--- src/rtl/ultra_medidor.sv ---
// ----------------------------------------------------------------------------
// ultra_medidor: HC-SR04 style ranger driver with echo-width measurement and
// thresholded, N-consecutive confirmed active-low presence output. Rev 1.0
// ----------------------------------------------------------------------------
`default_nettype none

module ultra_medidor #(
    parameter int W              = 22,
    parameter int TRIG_CYCLES    = 500,
    parameter int TIMEOUT_CYCLES = 1_900_000,
    parameter int PERIOD_CYCLES  = 3_000_000,
    parameter int UMBRAL_CYCLES  = 58_000,
    parameter int CONFIRM        = 2
) (
    input  logic         clk,
    input  logic         rst_n,
    input  logic         eco,
    output logic         trig,
    output logic         detecta_n,
    output logic [W-1:0] distancia,
    output logic         valido
);

    localparam int CW = $clog2(CONFIRM + 1);
    localparam logic [W-1:0]  PER_LAST  = W'(PERIOD_CYCLES - 1);
    localparam logic [W-1:0]  TRIG_LAST = W'(TRIG_CYCLES - 1);
    localparam logic [W-1:0]  TMO_LAST  = W'(TIMEOUT_CYCLES - 1);
    localparam logic [W-1:0]  TMO       = W'(TIMEOUT_CYCLES);
    localparam logic [W-1:0]  UMBRAL    = W'(UMBRAL_CYCLES);
    localparam logic [CW-1:0] CONF      = CW'(CONFIRM);

    typedef enum logic [1:0] {
        ESPERA     = 2'd0,
        DISPARO    = 2'd1,
        ESPERA_ECO = 2'd2,
        MIDE       = 2'd3
    } estado_t;

    estado_t       estado_q, estado_d;
    logic [W-1:0]  per_q;
    logic [W-1:0]  t_q, t_d;
    logic [W-1:0]  ancho_q, ancho_d;
    logic [W-1:0]  dist_q, dist_d;
    logic [CW-1:0] hits_q, hits_d;
    logic [CW-1:0] misses_q, misses_d;
    logic          trig_q, trig_d;
    logic          det_q, det_d;
    logic          valido_q, valido_d;
    logic          eco_m_q, eco_s_q, eco_p_q;
    logic          subida;
    logic          publica;
    logic [W-1:0]  ancho_pub;

    assign subida    = eco_s_q & ~eco_p_q;
    assign trig      = trig_q;
    assign detecta_n = det_q;
    assign distancia = dist_q;
    assign valido    = valido_q;

    always_comb begin
        estado_d  = estado_q;
        t_d       = t_q;
        ancho_d   = ancho_q;
        trig_d    = trig_q;
        publica   = 1'b0;
        ancho_pub = '0;
        case (estado_q)
            ESPERA: begin
                trig_d = 1'b0;
                if (per_q == PER_LAST) begin
                    estado_d = DISPARO;
                    trig_d   = 1'b1;
                    t_d      = '0;
                end
            end
            DISPARO: begin
                if (t_q == TRIG_LAST) begin
                    estado_d = ESPERA_ECO;
                    trig_d   = 1'b0;
                    t_d      = '0;
                end else begin
                    t_d = t_q + W'(1);
                end
            end
            ESPERA_ECO: begin
                t_d = t_q + W'(1);
                // Only a fresh rise starts a measurement; a line already high times out.
                if (subida) begin
                    estado_d = MIDE;
                    ancho_d  = W'(1);
                end else if (t_q == TMO_LAST) begin
                    publica   = 1'b1;
                    ancho_pub = TMO;
                    estado_d  = ESPERA;
                end
            end
            MIDE: begin
                if (!eco_s_q) begin
                    publica   = 1'b1;
                    ancho_pub = ancho_q;
                    estado_d  = ESPERA;
                end else if (ancho_q == TMO) begin
                    publica   = 1'b1;
                    ancho_pub = TMO;
                    estado_d  = ESPERA;
                end else begin
                    ancho_d = ancho_q + W'(1);
                end
            end
            default: estado_d = ESPERA;
        endcase
    end

    always_comb begin
        hits_d   = hits_q;
        misses_d = misses_q;
        det_d    = det_q;
        dist_d   = dist_q;
        valido_d = publica;
        if (publica) begin
            dist_d = ancho_pub;
            if (ancho_pub < UMBRAL) begin
                hits_d   = (hits_q == CONF) ? CONF : hits_q + CW'(1);
                misses_d = '0;
                if (hits_d == CONF) det_d = 1'b0;
            end else begin
                misses_d = (misses_q == CONF) ? CONF : misses_q + CW'(1);
                hits_d   = '0;
                if (misses_d == CONF) det_d = 1'b1;
            end
        end
    end

    always_ff @(posedge clk or negedge rst_n) begin
        if (!rst_n) begin
            estado_q <= ESPERA;
            per_q    <= '0;
            t_q      <= '0;
            ancho_q  <= '0;
            dist_q   <= '0;
            hits_q   <= '0;
            misses_q <= '0;
            trig_q   <= 1'b0;
            det_q    <= 1'b1;
            valido_q <= 1'b0;
            eco_m_q  <= 1'b0;
            eco_s_q  <= 1'b0;
            eco_p_q  <= 1'b0;
        end else begin
            estado_q <= estado_d;
            per_q    <= (per_q == PER_LAST) ? '0 : per_q + W'(1);
            t_q      <= t_d;
            ancho_q  <= ancho_d;
            dist_q   <= dist_d;
            hits_q   <= hits_d;
            misses_q <= misses_d;
            trig_q   <= trig_d;
            det_q    <= det_d;
            valido_q <= valido_d;
            eco_m_q  <= eco;
            eco_s_q  <= eco_m_q;
            eco_p_q  <= eco_s_q;
        end
    end

endmodule

`default_nettype wire

--- config.mk ---
export PLATFORM = sky130hd
export DESIGN_NAME = ultra_medidor
export DESIGN_NICKNAME = d
export VERILOG_FILES = /design/src/rtl/ultra_medidor.sv
export SDC_FILE = /design/constraint.sdc
export NUM_CORES = 1
export LEC_CHECK = 0
export CAP_MARGIN = 15
export CORE_ASPECT_RATIO = 0.8
export CORE_MARGIN = 4
export CORE_UTILIZATION = 45
export DETAILED_ROUTE_END_ITERATION = 8
export HOLD_SLACK_MARGIN = 0.06
export PLACE_DENSITY = 0.69
export SYNTH_ARGS = -nofsm -noshare
export SYNTH_HDL_FRONTEND = slang
export SYNTH_SLANG_ARGS = --single-unit
--- constraint.sdc ---
create_clock -name clk -period 2.3 [get_ports clk]
set_clock_uncertainty 0.15 [all_clocks]
set_input_delay 0.46 -clock clk [delete_from_list [all_inputs] [get_ports clk]]
set_output_delay 0.46 -clock clk [all_outputs]
set_load 0.03 [all_outputs]
Word level (Yosys, flattened, before mapping)
Cells that the tools add are included.

storage, ports and cells
  flip-flop bits (word level) = 100
  bits in latches = 0
  memory bits (writable) = 0
  ROM bits = 0
  input port bits = 3
  memories kept = 0

cells by class
  $add $sub $neg = 5
  multiply operators = 0
  divide/modulo/power cells = 0
  order comparisons = 1
  eq/ne operators = 19
  shifts and indexed selects = 0
  multiplexer cells = 35
  bitwise operators = 2
  reduce and logical (&&, ||, !) cells = 10

operator list
  operator                                                                  count
  22-bit two-way mux                                                        7
  22-bit case mux with 2 select lines                                       2
  22-bit by 1-bit adder with 22-bit output (second input constant)          3
  22-bit case mux with 3 select lines                                       1
  21-bit two-way mux                                                        3
  22-bit by 21-bit equality test with 1-bit output (second input constant)  2
  22-bit equality test (second input constant)                              1
  22-bit by 9-bit equality test with 1-bit output (second input constant)   1
  22-bit by 16-bit < comparator with 1-bit output (second input constant)   1
  2-bit two-way mux                                                         10
  2-bit equality test (second input constant)                               6
  2-bit != test (second input constant)                                     5
  1-bit two-way mux                                                         9
  2-bit case mux with 4 select lines                                        1
  4-bit AND reduction                                                       2
  3-bit != test (second input constant)                                     2
  2-bit nonzero test                                                        3
  2-bit by 1-bit adder with 2-bit output (second input constant)            2
  1-bit case mux with 2 select lines                                        2
  2-bit AND reduction                                                       2
  3-bit AND reduction                                                       1
  3-bit nonzero test                                                        1
  2-bit by 1-bit equality test with 1-bit output (second input constant)    1
  2-bit zero test                                                           1
  other kinds (3)                                                           3

Longest topological paths before layout
Gate-level depths: netlist of run 1.

  depth after elaboration = 7
  depth in mapped cells = 10

Least setup slack after synthesis of run 1
OpenSTA, ideal clock, no wires.

  path kind = reg2reg
  start point = register estado_q[0]
  end point = register ancho_q[13]
  arrival time = 2.025 ns
  data required time = 2.011 ns
  setup slack = -0.014 ns
  stages on the path, launching flop included = 10
  buffers on the path = 1
  clock period less this slack = 2.314 ns
  cells stage by stage = dfrtp_1 -> inv_1 -> ha_1 -> nand3b_1 -> a2111oi_4 -> and2_0 -> buf_2 -> nand2_1 -> xnor2_1 -> nor2b_1

between the ends
  word-level cells in the longest chain between the ends = 3
  elaborated cells on any way between the ends = 8
  classes of those cells = 5 x eq/ne; 1 x mux; 2 x reduce/logical

ends and longest elaborated chain
  what                                                           RTL line  source
  start, declared                                                39        estado_t estado_q, estado_d;
  start signal, assigned                                         150       estado_q <= estado_d;
  2-bit equality test                                            67        case (estado_q)
  2-bit != test (no line) or 2-bit nonzero test (tied branches)  n/a
  4-bit AND reduction (no line)                                  n/a
  end signal, assigned                                           153       ancho_q <= ancho_d;
  end, declared                                                  42        logic [W-1:0] ancho_q, ancho_d;

Parallel ways exist; a longest one is shown, timed or not.
A chain may end at the register's enable or synchronous reset.

Worst setup path in the final report of run 1
  start point = register t_q[16]
  end point = register estado_q[1]

between the ends
  word-level cells in the longest chain between the ends = 3
  elaborated cells on any way between the ends = 5
  classes of those cells = 4 x eq/ne; 1 x reduce/logical

ends and longest elaborated chain
  what                                                                                                                 RTL line  source
  start, declared                                                                                                      41        logic [W-1:0] t_q, t_d;
  start signal, assigned                                                                                               152       t_q <= t_d;
  22-bit by 21-bit equality test with 1-bit output or 22-bit by 9-bit equality test with 1-bit output (tied branches)  91, 77
  3-bit != test (no line) or 2-bit != test (tied branches)                                                             n/a
  4-bit AND reduction (no line) (*)                                                                                    n/a

Mark *: on every way between the ends. The rest lies on a longest branch, timed or not.

==> impl_summary.log, run 1 <==
[metrics] count of endpoints failing setup in the final report: 0
[metrics] post-detailed-route wirelength per cell: 15.4 microns
[metrics] required time at the worst-slack endpoint: roughly 2.4 ns
[metrics] ratio of total power to cell area: approximately 550 nW/um^2
[metrics] area added between synthesis and finish: 26.1%
[metrics] final hold vios: 0
[metrics] fraction of layout instances using a drive strength above 1: 17.4%
[metrics] final-report max-slew violation count: 0
[metrics] largest net degree at the start of global routing: roughly 50
[metrics] I/O pin cnt: 28
[metrics] CTS H-Tree Depth: 3
[metrics] count of nets after finishing: ~600
[metrics] Final GP Congestion: 0.909
[metrics] Syn Area/Cell: 9.84 sq um
[metrics] vias in the first global route: between 4000 and 5000
[metrics] number of antenna cells inserted: 0
[metrics] Static Leak: about 0.0028 uW
[metrics] Final period util: 96.5%
[metrics] root buffer cell: sky130_fd_sc_hd__clkbuf_16
[metrics] cells after synthesis: ~500
[metrics] GRT Overall Usage: about a fifth
[metrics] count of different cell masters after synthesis: 59
[metrics] fraction of the yosys area taken by sequential cells: 50.0%
[metrics] Total Wirelength: about 12000 microns
[metrics] Die H: 102 microns
[metrics] Buffers on Ports: 27
[metrics] Core Rows: 34
[metrics] horizontal extent of the die: ~130 microns
[metrics] maximum clock frequency: between 400 and 500 MHz
[metrics] Startpoint Class: register
[metrics] critical path peak fanout: 5
[metrics] clock sink total: 100
[metrics] run status: completed
[metrics] number of antenna violations at the first check in global routing: 0
[metrics] Post-Route Utilization: between 50 and 60%
[metrics] first-pass GRT wire length: slightly below 20000 microns
[metrics] detailed-route vias per instance: 5.49
[metrics] nets in the synthesized netlist: 523
[metrics] Slew HR: between 60% and 70%
[metrics] unrepaired setup endpoints after global routing: yes
[metrics] Filler cells: around 950
[metrics] Total Die Area: 12900 sq um
[metrics] Synth async-reset ratio: 100%
[metrics] summed instance area of the synthesized netlist: 5010 sq um
[metrics] Yosys Warn Count: 0
[metrics] vias post-DR: 4109
[metrics] most common cell after layout, fill and taps aside: sky130_fd_sc_hd__dfrtp_1
[metrics] Worst Max-Slew Pin Slew: approximately 0.52 ns
[metrics] final cell count without fillers: ~750
[metrics] violation count after the first detailed-routing iteration: about 210
[metrics] post-detailed-route count of antenna-violating nets: 0
[metrics] max-cap violation count: 0
[metrics] first-pass iteration count of the detailed router: 6
[metrics] core area: 10900 sq um
[metrics] Detailed Place HPWL: 8350 microns
[metrics] arrival time at the worst endpoint: ~2.4 ns
[metrics] clock-pin slew on the worst setup and hold paths: about 0.070 ns
[metrics] commonest non-fill, non-tap cells in the layout: sky130_fd_sc_hd__dfrtp_1 (98), sky130_fd_sc_hd__buf_4 (60), sky130_fd_sc_hd__nand2_1 (54), sky130_fd_sc_hd__nor2_1 (42), sky130_fd_sc_hd__nand3_1 (39)
[metrics] initial core utilization: about 46%
[metrics] synthesis-stage register bit count: 100
[metrics] Worst setup EP type: register
[metrics] classification of the worst-slack hold path: reg -> reg
[metrics] Max rail drop VDD: around 0.34 mV
[metrics] Post-route DRC: 0
[metrics] clock tree from TritonCTS: built
[metrics] WS Path Type: reg -> reg
[metrics] Post-synth EDFFs: 0
[metrics] final global-route overflow total: 0
[metrics] Skew-Pair Late Insertion Delay: 0.34 ns
[metrics] Max clock buf depth: 2
[metrics] cts bufs inserted: 9
[metrics] post-layout min period: ~2.2 ns
[metrics] main flop type after synthesis: sky130_fd_sc_hd__dfrtp_1
[metrics] post-placement cell count: roughly 730
-- layer usage --
layer	routed length (microns)	up-vias	share of wire [%]	track usage, %
met4	127	0	1.1	5.19
met5	0	-	0	0
met2	5090	103	44	28.2
li1	-	1991	-	-
met3	621	11	5.4	4.49
met1	5690	2004	49	27.2
-- logic make-up (layout without fill, tap and decap cells) --
logic type / Yosys count / count (layout) / share of synthesized area, %
AOI/OAI and AO/OA: 93 / 93 / 12.8
buffers and inverters: 38 / 133 / 3.87
and+or+nand+nor: 231 / 231 / 24.3
DFF: 100 / 100 / 50.0
adders and majority gates: 11 / 11 / 2.75
xor gates and xnor gates: 36 / 36 / 6.30
-- final cells by class --
class,instances,area [sq um],area share (%)
inverters,25,98.8,1.56
well taps,144,180,2.85
flip-flops and latches,100,2500,39.7
clock buffers,13,270,4.28
multi-input cells,371,2370,37.6
clock inverters,3,67.6,1.07
repair buffers,92,821,13.0
-- where the power goes --
part	internal (uW)	switching (uW)
Clock	1040	617
Sequential	1760	3.54
Combinational	11.3	37.9
Total	2810	658
-- repair_timing --
item,4_1_cts,5_1_grt
gates resized for setup,5,11
pin swaps,2,7
endpoints found under the setup margin,19,43
endpoints found under the hold margin,32,0
hold buffers,1,0
setup buffers,2,3
-- synth_stat cells, types with 5 or more instances --
master	n	area, sq um
sky130_fd_sc_hd__a21oi_1	16	80.1
sky130_fd_sc_hd__ha_1	11	138
sky130_fd_sc_hd__nand3_1	39	195
sky130_fd_sc_hd__and2_1	5	31.3
sky130_fd_sc_hd__or3_1	16	100
sky130_fd_sc_hd__xnor2_1	14	123
sky130_fd_sc_hd__nor3_1	11	55.1
sky130_fd_sc_hd__inv_1	24	90.1
sky130_fd_sc_hd__xor2_1	22	193
sky130_fd_sc_hd__o22a_1	11	96.3
sky130_fd_sc_hd__nand2_1	55	206
sky130_fd_sc_hd__a22o_1	7	61.3
sky130_fd_sc_hd__and3_1	9	56.3
sky130_fd_sc_hd__nand4_1	18	113
sky130_fd_sc_hd__nor2_1	42	158
sky130_fd_sc_hd__o21ai_0	34	170
sky130_fd_sc_hd__dfrtp_1	99	2480
sky130_fd_sc_hd__and4_1	5	43.8
-- per-stage QoR --
step	area [sq um]	setup TNS [ns]	hold slack (ns)	worst slack, ns	power, uW
after floorplan	5010	0	0.0144	0.0520	1800
after global placement	5870	-0.203	0.195	-0.0493	1850
after detailed placement	5870	-0.307	0.198	-0.0756	1850
after CTS	6260	0	0.213	0.0158	3530
after global routing	6320	-0.0695	0.220	-0.0263	3600
final	6320	0	0.209	0.0810	3470
-- flip-flops by register name, summed over array words and instances (netlist names) --
name,flops
per_q,22
eco_m_q,1
valido,1
t_q,22
ancho_q,22
hits_q,2
detecta_n,1
trig,1
misses_q,2
estado_q,2
distancia,22
eco_p_q,1
eco_s_q,1
-- worst max-delay path: stages (launching register included) --
cell and delay, ns:
sky130_fd_sc_hd__dfrtp_1 0.38, sky130_fd_sc_hd__or4b_4 0.54, sky130_fd_sc_hd__o31a_1 0.39, sky130_fd_sc_hd__a2111o_1 0.43
sky130_fd_sc_hd__o21ai_1 0.14, sky130_fd_sc_hd__o21a_1 0.14
-- path summary, 6_finish.rpt --
kind,depth (start not counted),startpoint,slack [ns],to
min in group asynchronous,2,rst_n,0.47,per_q[15]$_DFF_PN0_
hold / removal,0,eco_m_q$_DFF_PN0_,0.21,eco_s_q$_DFF_PN0_
setup reg to reg,5,t_q[16]$_DFFE_PN0P_,0.08,estado_q[1]$_DFFE_PN0P_
max in group asynchronous,3,rst_n,0.86,detecta_n$_DFFE_PN1P_
setup / recovery,5,t_q[16]$_DFFE_PN0P_,0.08,estado_q[1]$_DFFE_PN0P_
hold reg to reg,0,eco_m_q$_DFF_PN0_,0.21,eco_s_q$_DFF_PN0_
Power figures use the tool's default switching activity.
==> inputs of run 2 (changes only) <==
Settings changed: CTS_CLUSTER_SIZE from default to 14, PLACE_DENSITY 0.69 to 0.67.
Clock period 2.3 ns to 2.1 ns, I/O delays scaled along.
==> run 2 against run 1 <==
The run now ends with negative setup slack left. Clock-buffer cell count decreased by 4. Fmax decreased by 1.8%. Register-to-register slack got worse by 0.24 ns. Power increased by 6.4%. Hold slack got worse by 0.0087 ns. Sequential cell count unchanged. Critical endpoint unchanged. Cell area increased by 9.4%. Non-clock buffer count increased by 56.
==> impl_summary.log, run 2 (synthesized netlist as in run 1, its figures left out) <==
[metrics] max-cap violation count: 0 (unchanged)
[metrics] first-pass iteration count of the detailed router: 5 (-1)
[metrics] ratio of total power to cell area: 535 nW/um^2 (-2.8%)
[metrics] fraction of layout instances using a drive strength above 1: 29.3% (+12 points)
[metrics] Worst Max-Slew Pin Slew: 0.491 ns (-0.0294 ns)
[metrics] I/O pin cnt: 28 (unchanged)
[metrics] Total Wirelength: 12700 microns (+11%)
[metrics] sequential share of power: 52.2% (+1.4 points)
[metrics] final hold vios: 0 (unchanged)
[metrics] post-detailed-route count of antenna-violating nets: 0 (unchanged)
[metrics] commonest non-fill, non-tap cells in the layout: sky130_fd_sc_hd__buf_4 (106), sky130_fd_sc_hd__dfrtp_1 (99), sky130_fd_sc_hd__nand2_1 (50), sky130_fd_sc_hd__nor2_1 (41), sky130_fd_sc_hd__nand3_1 (36)
[metrics] final global-route overflow total: 0 (unchanged)
[metrics] WS Path Type: reg -> reg
[metrics] Worst setup EP type: register
[metrics] Core Rows: 34 (unchanged)
[metrics] count of nets after finishing: 670 (+9.3%)
[metrics] violations in the final reports: negative setup slack
[metrics] power share of the clock group: 46.2% (-1.6 points)
[metrics] Comb pwr share: 1.5% (about the same)
[metrics] most common cell after layout, fill and taps aside: sky130_fd_sc_hd__buf_4
[metrics] Slew HR: 67.3% (+2.2 points)
[metrics] area added between synthesis and finish: 38.0%
[metrics] Detailed Place HPWL: 8960 microns (+7.3%)
[metrics] arrival time at the worst endpoint: 2.40 ns (+0.05 ns)
[metrics] CTS H-Tree Depth: 3 (unchanged)
[metrics] Die H: 102 microns (unchanged)
[metrics] Total Die Area: 12900 sq um (unchanged)
[metrics] required time at the worst-slack endpoint: 2.24 ns (-0.19 ns)
[metrics] first-pass GRT wire length: 21100 microns (+7.6%)
[metrics] vias post-DR: 4388 (+6.8%)
[metrics] Max rail drop VDD: 0.320 mV (-6.3%)
[metrics] Buffers on Ports: 27 (unchanged)
[metrics] Final GP Congestion: 0.920 (+1.3%)
[metrics] Net Sw Frac: 22.2% (+3.3 points)
[metrics] switching power of the nets: 822 uW (+25%)
[metrics] final hold slack: 0.200 ns (-0.00868 ns)
[metrics] area used by multi-input combinational logic: 2540 sq um (+7.1%)
[metrics] cts bufs inserted: 9 (unchanged)
[metrics] clock sink total: 100 (unchanged)
[metrics] combined flip-flop and latch cell area: 2500 sq um (about the same)
[metrics] Startpoint Class: register
[metrics] number of antenna violations at the first check in global routing: 0 (unchanged)
[metrics] post-detailed-route wirelength per cell: 15.8 microns (+2.7%)
[metrics] maximum clock frequency: 443 MHz (-1.8%)
[metrics] run status: finished with violations
[metrics] critical-path cell with the highest stage delay: sky130_fd_sc_hd__or4b_4
[metrics] detailed-route vias per instance: 5.45 (-0.77%)
[metrics] GRT Overall Usage: 20.4% (+1.7 points)
[metrics] violation count after the first detailed-routing iteration: 393 (+84%)
[metrics] largest net degree at the start of global routing: 38 (-22%)
[metrics] classification of the worst-slack hold path: reg -> reg
[metrics] Sum Neg Setup Slack: -2.59 ns (-2.59 ns)
[metrics] Filler cells: 881 (-7.6%)
[metrics] post-layout min period: 2.26 ns (+0.0402 ns)
[metrics] CP cell instances: or4b_4 -> nor3_2 -> a31oi_1 -> a2111o_1 -> o21ai_2 -> o21a_1
[metrics] Max clock buf depth: 2 (unchanged)
[metrics] initial core utilization: 46.0% (unchanged)
[metrics] unrepaired setup endpoints after global routing: yes
[metrics] Static Leak: 0.00318 uW (+12%)
[metrics] Internal Power: 2870 uW (+2.1%)
[metrics] clock-pin slew on the worst setup and hold paths: 0.07 ns (about the same)
[metrics] Skew-Pair Late Insertion Delay: 0.36 ns (+0.02 ns)
[metrics] horizontal extent of the die: 126 microns (unchanged)
[metrics] root buffer cell: sky130_fd_sc_hd__clkbuf_16
[metrics] Final period util: 108% (+11 points)
[metrics] count of endpoints failing setup in the final report: 46 (+46)
[metrics] final-report max-slew violation count: 0 (unchanged)
[metrics] Post-route DRC: 0 (unchanged)
[metrics] core area: 10900 sq um (unchanged)
[metrics] clock tree from TritonCTS: built
[metrics] critical path peak fanout: 4 (-1)
[metrics] final setup slack of the worst path: -0.159 ns (-0.240 ns)
[metrics] Post-Route Utilization: 63.5% (+5.5 points)
[metrics] crit-path max cell delay: 0.55 ns (about the same)
[metrics] number of antenna cells inserted: 0 (unchanged)
[metrics] vias in the first global route: 4192 (+3.8%)
## run 2: cell types whose count changed in the layout (fill, tap and decap cells not counted), moves of 4 or more
cell,before,now
sky130_fd_sc_hd__o21ai_2,0,6
sky130_fd_sc_hd__nand2_1,54,50
sky130_fd_sc_hd__buf_6,0,9
sky130_fd_sc_hd__nand2_2,1,5
sky130_fd_sc_hd__buf_4,60,106
sky130_fd_sc_hd__a21oi_1,16,9
sky130_fd_sc_hd__o21ai_1,4,14
sky130_fd_sc_hd__o21ai_0,32,17
sky130_fd_sc_hd__a21oi_2,0,7
## run 2: path summary, 6_finish.rpt
kind / startpoint / endpoint / slack, ns / cells past startpoint
max: t_q[21]$_DFFE_PN0P_ / estado_q[1]$_DFFE_PN0P_ / -0.16 / 6
min: eco_m_q$_DFF_PN0_ / eco_s_q$_DFF_PN0_ / 0.20 / 0
max reg2reg: t_q[21]$_DFFE_PN0P_ / estado_q[1]$_DFFE_PN0P_ / -0.16 / 6
min reg2reg: eco_m_q$_DFF_PN0_ / eco_s_q$_DFF_PN0_ / 0.20 / 0
max in group asynchronous: rst_n / t_q[0]$_DFFE_PN0P_ / 0.71 / 3
min in group asynchronous: rst_n / per_q[20]$_DFF_PN0_ / 0.41 / 2
## run 2: power by group through the flow
stage	sequential [uW]	combinational (uW)	clock, uW
after global routing	1930	66.5	1810
final	1930	56.6	1710
after detailed placement	1970	56.7	0
after global placement	1970	55.8	0
after CTS	1930	58.7	1730
after floorplan	1970	5.64	0
## run 2: what timing repair did
action | 4_1_cts | 5_1_grt
gates cloned | 1 | 0
resized for setup | 40 | 29
hold buffers | 1 | 0
buffers inserted | 4 | 7
endpoints found under the hold margin | 33 | 0
endpoints found under the setup margin | 65 | 66
pin swaps | 12 | 11
## run 2: final cells by class
cell class	count	area share (%)
Clock buffer	9	3.26
Multi-Input combinational cell	372	36.8
Inverter	25	1.47
Timing Repair Buffer	148	18.6
Clock inverter	7	1.07
Tap cell	144	2.61
Sequential cell	100	36.2
## run 2: worst max-delay path: cells and delay by family, from the launching register on
kind / cells / cell delay, ns
flip-flops: 1 / 0.39
AO/OA/AOI/OAI: 4 / 0.91
AND/OR/NAND/NOR: 2 / 0.76
## run 2: per-stage QoR
| stage | power, uW | setup slack (ns) | instance area (sq um) | std cells |
|---|---|---|---|---|
| floorplan | 1970 | -0.118 | 5050 | 509 |
| global placement | 2020 | -0.174 | 6300 | 777 |
| detailed placement | 2020 | -0.242 | 6300 | 777 |
| CTS | 3720 | -0.105 | 6760 | 798 |
| global route | 3810 | -0.262 | 6910 | 805 |
| finish | 3700 | -0.159 | 6910 | 805 |
## run 2: layer usage
metal	global-route usage [%]	up-vias	wire [microns]
met4	6.18	0	228
met5	0	-	0
li1	-	2113	-
met2	30.9	120	5660
met1	29.6	2132	6320
met3	4.44	23	529
